## src/rtl/serial_add_arbiter.sv

```systemverilog
// rtl/serial_add_arbiter.sv - two-requester round-robin front end for a shared bit-serial adder
//
// Purpose:
//   Shares one 1-bit full adder (built from two half adders plus a carry
//   flip-flop) between two requesters. An accepted request is added LSB
//   first over WIDTH cycles, then presented with the winning requester's ID
//   until the consumer takes it.
//
// Parameters:
//   WIDTH      operand/result width in bits (>= 2)
//
// Optional feature macro:
//   SERIAL_ADD_SUB_EN  adds sub0/sub1 inputs; a latched sub bit of 1 turns
//                      the operation into a - b (res_carry = 1 means no borrow)
//
// Ports:
//   clk        rising-edge clock
//   rst_n      asynchronous active-low reset
//   req_valid  [1:0] per-requester request valid
//   req_ready  [1:0] per-requester accept, one-hot or zero
//   a0, b0     requester 0 operands
//   a1, b1     requester 1 operands
//   sub0, sub1 per-requester subtract select (SERIAL_ADD_SUB_EN only)
//   res_valid  result available
//   res_ready  consumer accepts result
//   res_id     requester that owns the result
//   res_sum    sum bits
//   res_carry  carry out of the MSB
module serial_add_arbiter #(
    parameter int WIDTH = 8
) (
    input  logic             clk,
    input  logic             rst_n,
    input  logic [1:0]       req_valid,
    output logic [1:0]       req_ready,
    input  logic [WIDTH-1:0] a0,
    input  logic [WIDTH-1:0] b0,
    input  logic [WIDTH-1:0] a1,
    input  logic [WIDTH-1:0] b1,
`ifdef SERIAL_ADD_SUB_EN
    input  logic             sub0,
    input  logic             sub1,
`endif
    output logic             res_valid,
    input  logic             res_ready,
    output logic             res_id,
    output logic [WIDTH-1:0] res_sum,
    output logic             res_carry
);

    localparam int CW = (WIDTH > 2) ? $clog2(WIDTH) : 1;

    typedef enum logic [1:0] {
        IDLE = 2'd0,
        ADD  = 2'd1,
        DONE = 2'd2
    } state_t;

    state_t state;
    state_t state_next;

    logic             ptr;
    logic [1:0]       grant;
    logic             accept;
    logic             accept_id;
    logic             last_bit;

    logic [WIDTH-1:0] sa;
    logic [WIDTH-1:0] sb;
    logic [WIDTH-1:0] sr;
    logic             c;
    logic [CW-1:0]    cnt;
    logic             id_q;

    logic             b_bit;
    logic             p;
    logic             g1;
    logic             s;
    logic             g2;

`ifdef SERIAL_ADD_SUB_EN
    logic             sub_q;
    logic             sub_sel;
    assign sub_sel = accept_id ? sub1 : sub0;
    // Subtraction is a + ~b + 1: invert b on the way into the adder, and the
    // +1 comes from presetting the carry at accept.
    assign b_bit   = sb[0] ^ sub_q;
`else
    assign b_bit   = sb[0];
`endif

    // Round-robin grant: a lone requester always wins, a tie goes to ptr.
    always_comb begin
        grant = 2'b00;
        case (req_valid)
            2'b01:   grant = 2'b01;
            2'b10:   grant = 2'b10;
            2'b11:   grant = ptr ? 2'b10 : 2'b01;
            default: grant = 2'b00;
        endcase
    end

    // Gated by rst_n so nothing is offered while reset is held.
    assign req_ready = (rst_n && (state == IDLE)) ? grant : 2'b00;
    assign accept    = |(req_valid & req_ready);
    assign accept_id = req_ready[1];
    assign last_bit  = (cnt == CW'(WIDTH - 1));

    // Shared 1-bit datapath: two half adders plus the carry flip-flop.
    assign p  = sa[0] ^ b_bit;
    assign g1 = sa[0] & b_bit;
    assign s  = p ^ c;
    assign g2 = p & c;

    // State register.
    always_ff @(posedge clk or negedge rst_n) begin
        if (!rst_n) begin
            state <= IDLE;
        end else begin
            state <= state_next;
        end
    end

    // Next-state logic.
    always_comb begin
        state_next = state;
        case (state)
            IDLE: begin
                if (accept) begin
                    state_next = ADD;
                end
            end
            ADD: begin
                if (last_bit) begin
                    state_next = DONE;
                end
            end
            DONE: begin
                if (res_ready) begin
                    state_next = IDLE;
                end
            end
            default: state_next = IDLE;
        endcase
    end

    // Operand/result shift registers, bit counter, carry and arbitration pointer.
    always_ff @(posedge clk or negedge rst_n) begin
        if (!rst_n) begin
            sa    <= '0;
            sb    <= '0;
            sr    <= '0;
            c     <= 1'b0;
            cnt   <= '0;
            id_q  <= 1'b0;
            ptr   <= 1'b0;
`ifdef SERIAL_ADD_SUB_EN
            sub_q <= 1'b0;
`endif
        end else begin
            case (state)
                IDLE: begin
                    if (accept) begin
                        sa   <= accept_id ? a1 : a0;
                        sb   <= accept_id ? b1 : b0;
                        id_q <= accept_id;
                        cnt  <= '0;
`ifdef SERIAL_ADD_SUB_EN
                        sub_q <= sub_sel;
                        c     <= sub_sel;
`else
                        c     <= 1'b0;
`endif
                    end
                end
                ADD: begin
                    c  <= g1 | g2;
                    // Sum bits enter at the MSB so after WIDTH shifts bit 0
                    // of the result sits at sr[0].
                    sr <= {s, sr[WIDTH-1:1]};
                    sa <= sa >> 1;
                    sb <= sb >> 1;
                    // Hold at WIDTH-1 rather than wrapping when WIDTH is a
                    // power of two.
                    if (!last_bit) begin
                        cnt <= cnt + CW'(1);
                    end
                end
                DONE: begin
                    if (res_ready) begin
                        ptr <= ~id_q;
                    end
                end
                default: begin
                end
            endcase
        end
    end

    assign res_valid = (state == DONE);
    assign res_id    = id_q;
    assign res_sum   = sr;
    assign res_carry = c;

endmodule

```

## config.mk

```make
export PLATFORM = sky130hd
export DESIGN_NAME = serial_add_arbiter
export DESIGN_NICKNAME = d
export VERILOG_FILES = /design/src/rtl/serial_add_arbiter.sv
export SDC_FILE = /design/constraint.sdc
export NUM_CORES = 1
export LEC_CHECK = 0
export CORE_MARGIN = 2
export CORE_UTILIZATION = 31
export CTS_CLUSTER_SIZE = 8
export DETAILED_ROUTE_END_ITERATION = 7
export GPL_TIMING_DRIVEN = 0
export PLACE_DENSITY_LB_ADDON = 0.08
export SYNTH_ARGS = -nofsm -noshare
export SYNTH_HDL_FRONTEND = slang
export SYNTH_SLANG_ARGS = --single-unit
```

## constraint.sdc

```tcl
create_clock -name clk -period 3.6 [get_ports clk]
set_clock_uncertainty 0.2 [all_clocks]
set_input_delay 0.72 -clock clk [delete_from_list [all_inputs] [get_ports clk]]
set_output_delay 0.72 -clock clk [all_outputs]
set_load 0.02 [all_outputs]
```

==> results.py <==
metrics = {
    "run_status": {
        "status": "finished clean",
    },
    "setup_path": {
        "arrival_ns": 2.35,
        "rr_startpoint": "state[1]",
        "end_kind": "primary output",
        "start_kind": "input port",
        "required_ns": 2.68,
        "r2r_end": "sb[6]",
        "critPathMaxFanout": 34,
        "critPathKind": "input port to primary output",
        "rr_worst_depth": 6,
        "regToRegSetupSlack_ns": 1.89,
    },
    "yosys": {
        "synth_seq_cells": 32,
        "syn_nets": 206,
        "seq_area_frac_synth_pct": 48.0,
        "synth_area_um2": 1670,
        "synth_cells": 166,
        "yosysWarningCount": 0,
        "syn_avg_cell_area_um2": 10.0,
        "yosys.cell_types.count": 27,
    },
    "final_layout": {
        "syn_to_final_growth_pct": 41.6,
        "multi_input_area_um2": 768,
        "finalNonFillerCells": 293,
        "diodes": 0,
        "final_nets": 262,
        "drive_above_1_share_pct": 13.5,
        "area.sequential_um2": 801,
        "fillers": 515,
        "finalInstanceArea_um2": 2360,
        "final_util_pct": 45.9,
    },
    "clock_network": {
        "hold_buffers": 0,
        "cts_tree": "done",
        "root_buffer": "clkbuf_8",
        "cts_setup_buffers": 0,
        "clockBufferDepth": 2,
        "clk_pin_slew_ns": 0.07,
        "cts_sinks": 32,
        "clock_latency_ns": 0.29,
        "cts-htree-levels": 2,
        "cts_buffers": 5,
    },
    "pwr": {
        "p_per_area_nw_per_um2": 732,
        "ir_drop_mv": 0.361,
        "leakage_nw": 1.03,
    },
    "route": {
        "first_iter_violations": 60,
        "wire_per_inst_um": 14.4,
        "met2_length_um": 2120,
        "drc_errors": 0,
        "wl_met3_um": 232,
        "route.vias.total": 1444,
        "top_layer_used": "met4",
        "wl_met1_um": 1810,
        "wirelength_um": 4210,
        "ant_nets": 0,
        "vias_per_cell": 4.93,
        "drtPass1Iterations": 4,
    },
    "sta": {
        "slew_violations": 0,
        "period_needed_ns": 3.27,
        "whs_ns": 0.106,
        "rsz0062_at_grt": "false",
        "setup_viol": 0,
        "hold_violations": 0,
        "worst_pin_slew_ns": 0.462,
        "fmax_mhz": 306,
        "finalCritPeriodShare_pct": 90.7,
        "slew_headroom_pct": 69.2,
        "tns_ns": 0,
    },
    "placement": {
        "dpl-instance-area_um2": 2240,
        "placed_cells": 285,
        "gp_congestion": 0.710,
        "port_buffers": 49,
        "hpwl_um": 3010,
    },
    "global_routing": {
        "overflow": 0,
        "first_global_vias": 1521,
        "antenna_found_initial": 0,
        "grt_max_degree": 35,
        "track_usage_pct": 15.3,
        "grt_pass1_wl_um": 7280,
    },
    "flow_run": {
        "cap_violations": 0,
    },
    "die": {
        "initial_core_util_pct": 32.4,
        "ios": 50,
        "die_area_um2": 5980,
        "dieHeight_um": 77.4,
        "fp.dieW_um": 77.4,
        "coreArea_um2": 5140,
        "rows": 26,
    },
    "hold_path": {
        "holdCritPathClass": "input port to asynchronous set/reset pin",
    },
}
==> layout make-up <==
class | instances | share of cell area (%)
Clock buffer | 5 | 2.91
Tap cell | 70 | 3.71
Buffer | 11 | 3.39
Inverter | 5 | 0.795
Sequential cell | 32 | 33.9
Timing Repair Buffer | 49 | 20.9
Clock inverter | 3 | 1.80
Multi-Input combinational cell | 118 | 32.5
==> report_power, final <==
part / internal (mW) / total [mW] / switching [mW] / leakage [nW]
logic: 0.326 / 0.741 / 0.415 / 0.566
clock network: 0.205 / 0.346 / 0.142 / 0.0541
registers: 0.521 / 0.642 / 0.121 / 0.405
total: 1.05 / 1.73 / 0.677 / 1.03
==> metrics by stage <==
stage | setup WS (ns) | power, mW
2_1_floorplan | 1.10 | 1.10
3_3_place_gp | -1.20 | 1.36
3_5_place_dp | -0.235 | 1.40
4_1_cts | 0.0306 | 1.76
5_1_grt | 0.206 | 1.88
6_report | 0.334 | 1.73
==> per-layer routing <==
layer / global-route usage, % / up-vias
li1: - / 708
met1: 18.3 / 692
met2: 25.9 / 39
met3: 4.53 / 5
met4: 5.54 / 0
met5: 0 / -
==> cells by family after synthesis <==
family                     Yosys count  synth area share, %
and+or+nand+nor                     74                 20.8
AOI/OAI and AO/OA                   39                 21.4
DFF                                 32                 48.0
buffers and inverters               16                 5.93
adders and majority gates            3                 2.70
muxes                                2                 1.20
==> how the worst max path moves through the flow <==
stage                from            to  slack (ns)  cells past startpoint
floorplan           rst_n  req_ready[0]        1.10                      4
global placement    rst_n  req_ready[0]       -1.20                      6
detailed placement  rst_n  req_ready[0]       -0.23                      6
CTS                 rst_n  req_ready[0]        0.03                      6
global route        rst_n  req_ready[1]        0.21                      6
finish              rst_n  req_ready[1]        0.33                      6
==> state kept, by name (all words and copies together) (netlist names) <==
register   cells
res_carry      1
res_id         1
state          2
cnt            3
sa             8
sb             8
ptr            1
res_sum        8
==> cells in the final DEF, fill, tap and decap left out, types with 2 or more instances in the layout <==
cell	count
clkdlybuf4s50_1	47
nand2_1	43
dfrtp_1	32
nand3_1	20
a22oi_1	14
o221ai_2	9
clkbuf_8	6
inv_1	5
buf_2	5
o221ai_1	5
buf_6	4
o21ai_0	4
nand2b_1	3
nor2_1	3
nor2b_1	2
clkbuf_1	2
mux2i_1	2
o21ai_1	2
ha_1	2
==> critical path, cell delays in order <==
cell and delay, ns:
buf_6 0.27, nor3b_4 0.33, nand3_4 0.16, buf_6 0.20
inv_1 0.06, clkdlybuf4s50_1 0.59
==> cells in the mapped netlist <==
| library cell | instances | share of area, % |
|---|---|---|
| mux2i_1 | 2 | 1.2 |
| a21oi_1 | 1 | 0.30 |
| o21ai_0 | 4 | 1.2 |
| nor2_1 | 3 | 0.68 |
| nand3_1 | 20 | 6.0 |
| nand2b_1 | 3 | 1.1 |
| o21a_1 | 1 | 0.45 |
| clkbuf_8 | 1 | 0.83 |
| a31oi_1 | 1 | 0.38 |
| buf_6 | 3 | 2.0 |
| clkbuf_1 | 2 | 0.45 |
| o21ai_1 | 2 | 0.60 |
| buf_2 | 5 | 1.5 |
| a22o_1 | 1 | 0.53 |
| a22oi_1 | 14 | 6.3 |
| o21a_4 | 1 | 0.90 |
| nand3_4 | 1 | 1.1 |
| inv_1 | 5 | 1.1 |
| dfrtp_1 | 32 | 48 |
| nor2b_1 | 2 | 0.75 |
| o221ai_2 | 9 | 8.1 |
| fa_1 | 1 | 1.2 |
| and2_1 | 1 | 0.38 |
| nand2_1 | 43 | 9.7 |
| o221ai_1 | 5 | 2.6 |
| ha_1 | 2 | 1.5 |
| nor3b_4 | 1 | 1.1 |
==> repair_timing <==
item | CTS | global route
gates resized for setup | 1 | 2
endpoints found under the hold margin | 0 | 0
setup endpoints to repair | 2 | 1
cloned | 0 | 0
No activity file was read; power rests on OpenSTA's default activity.
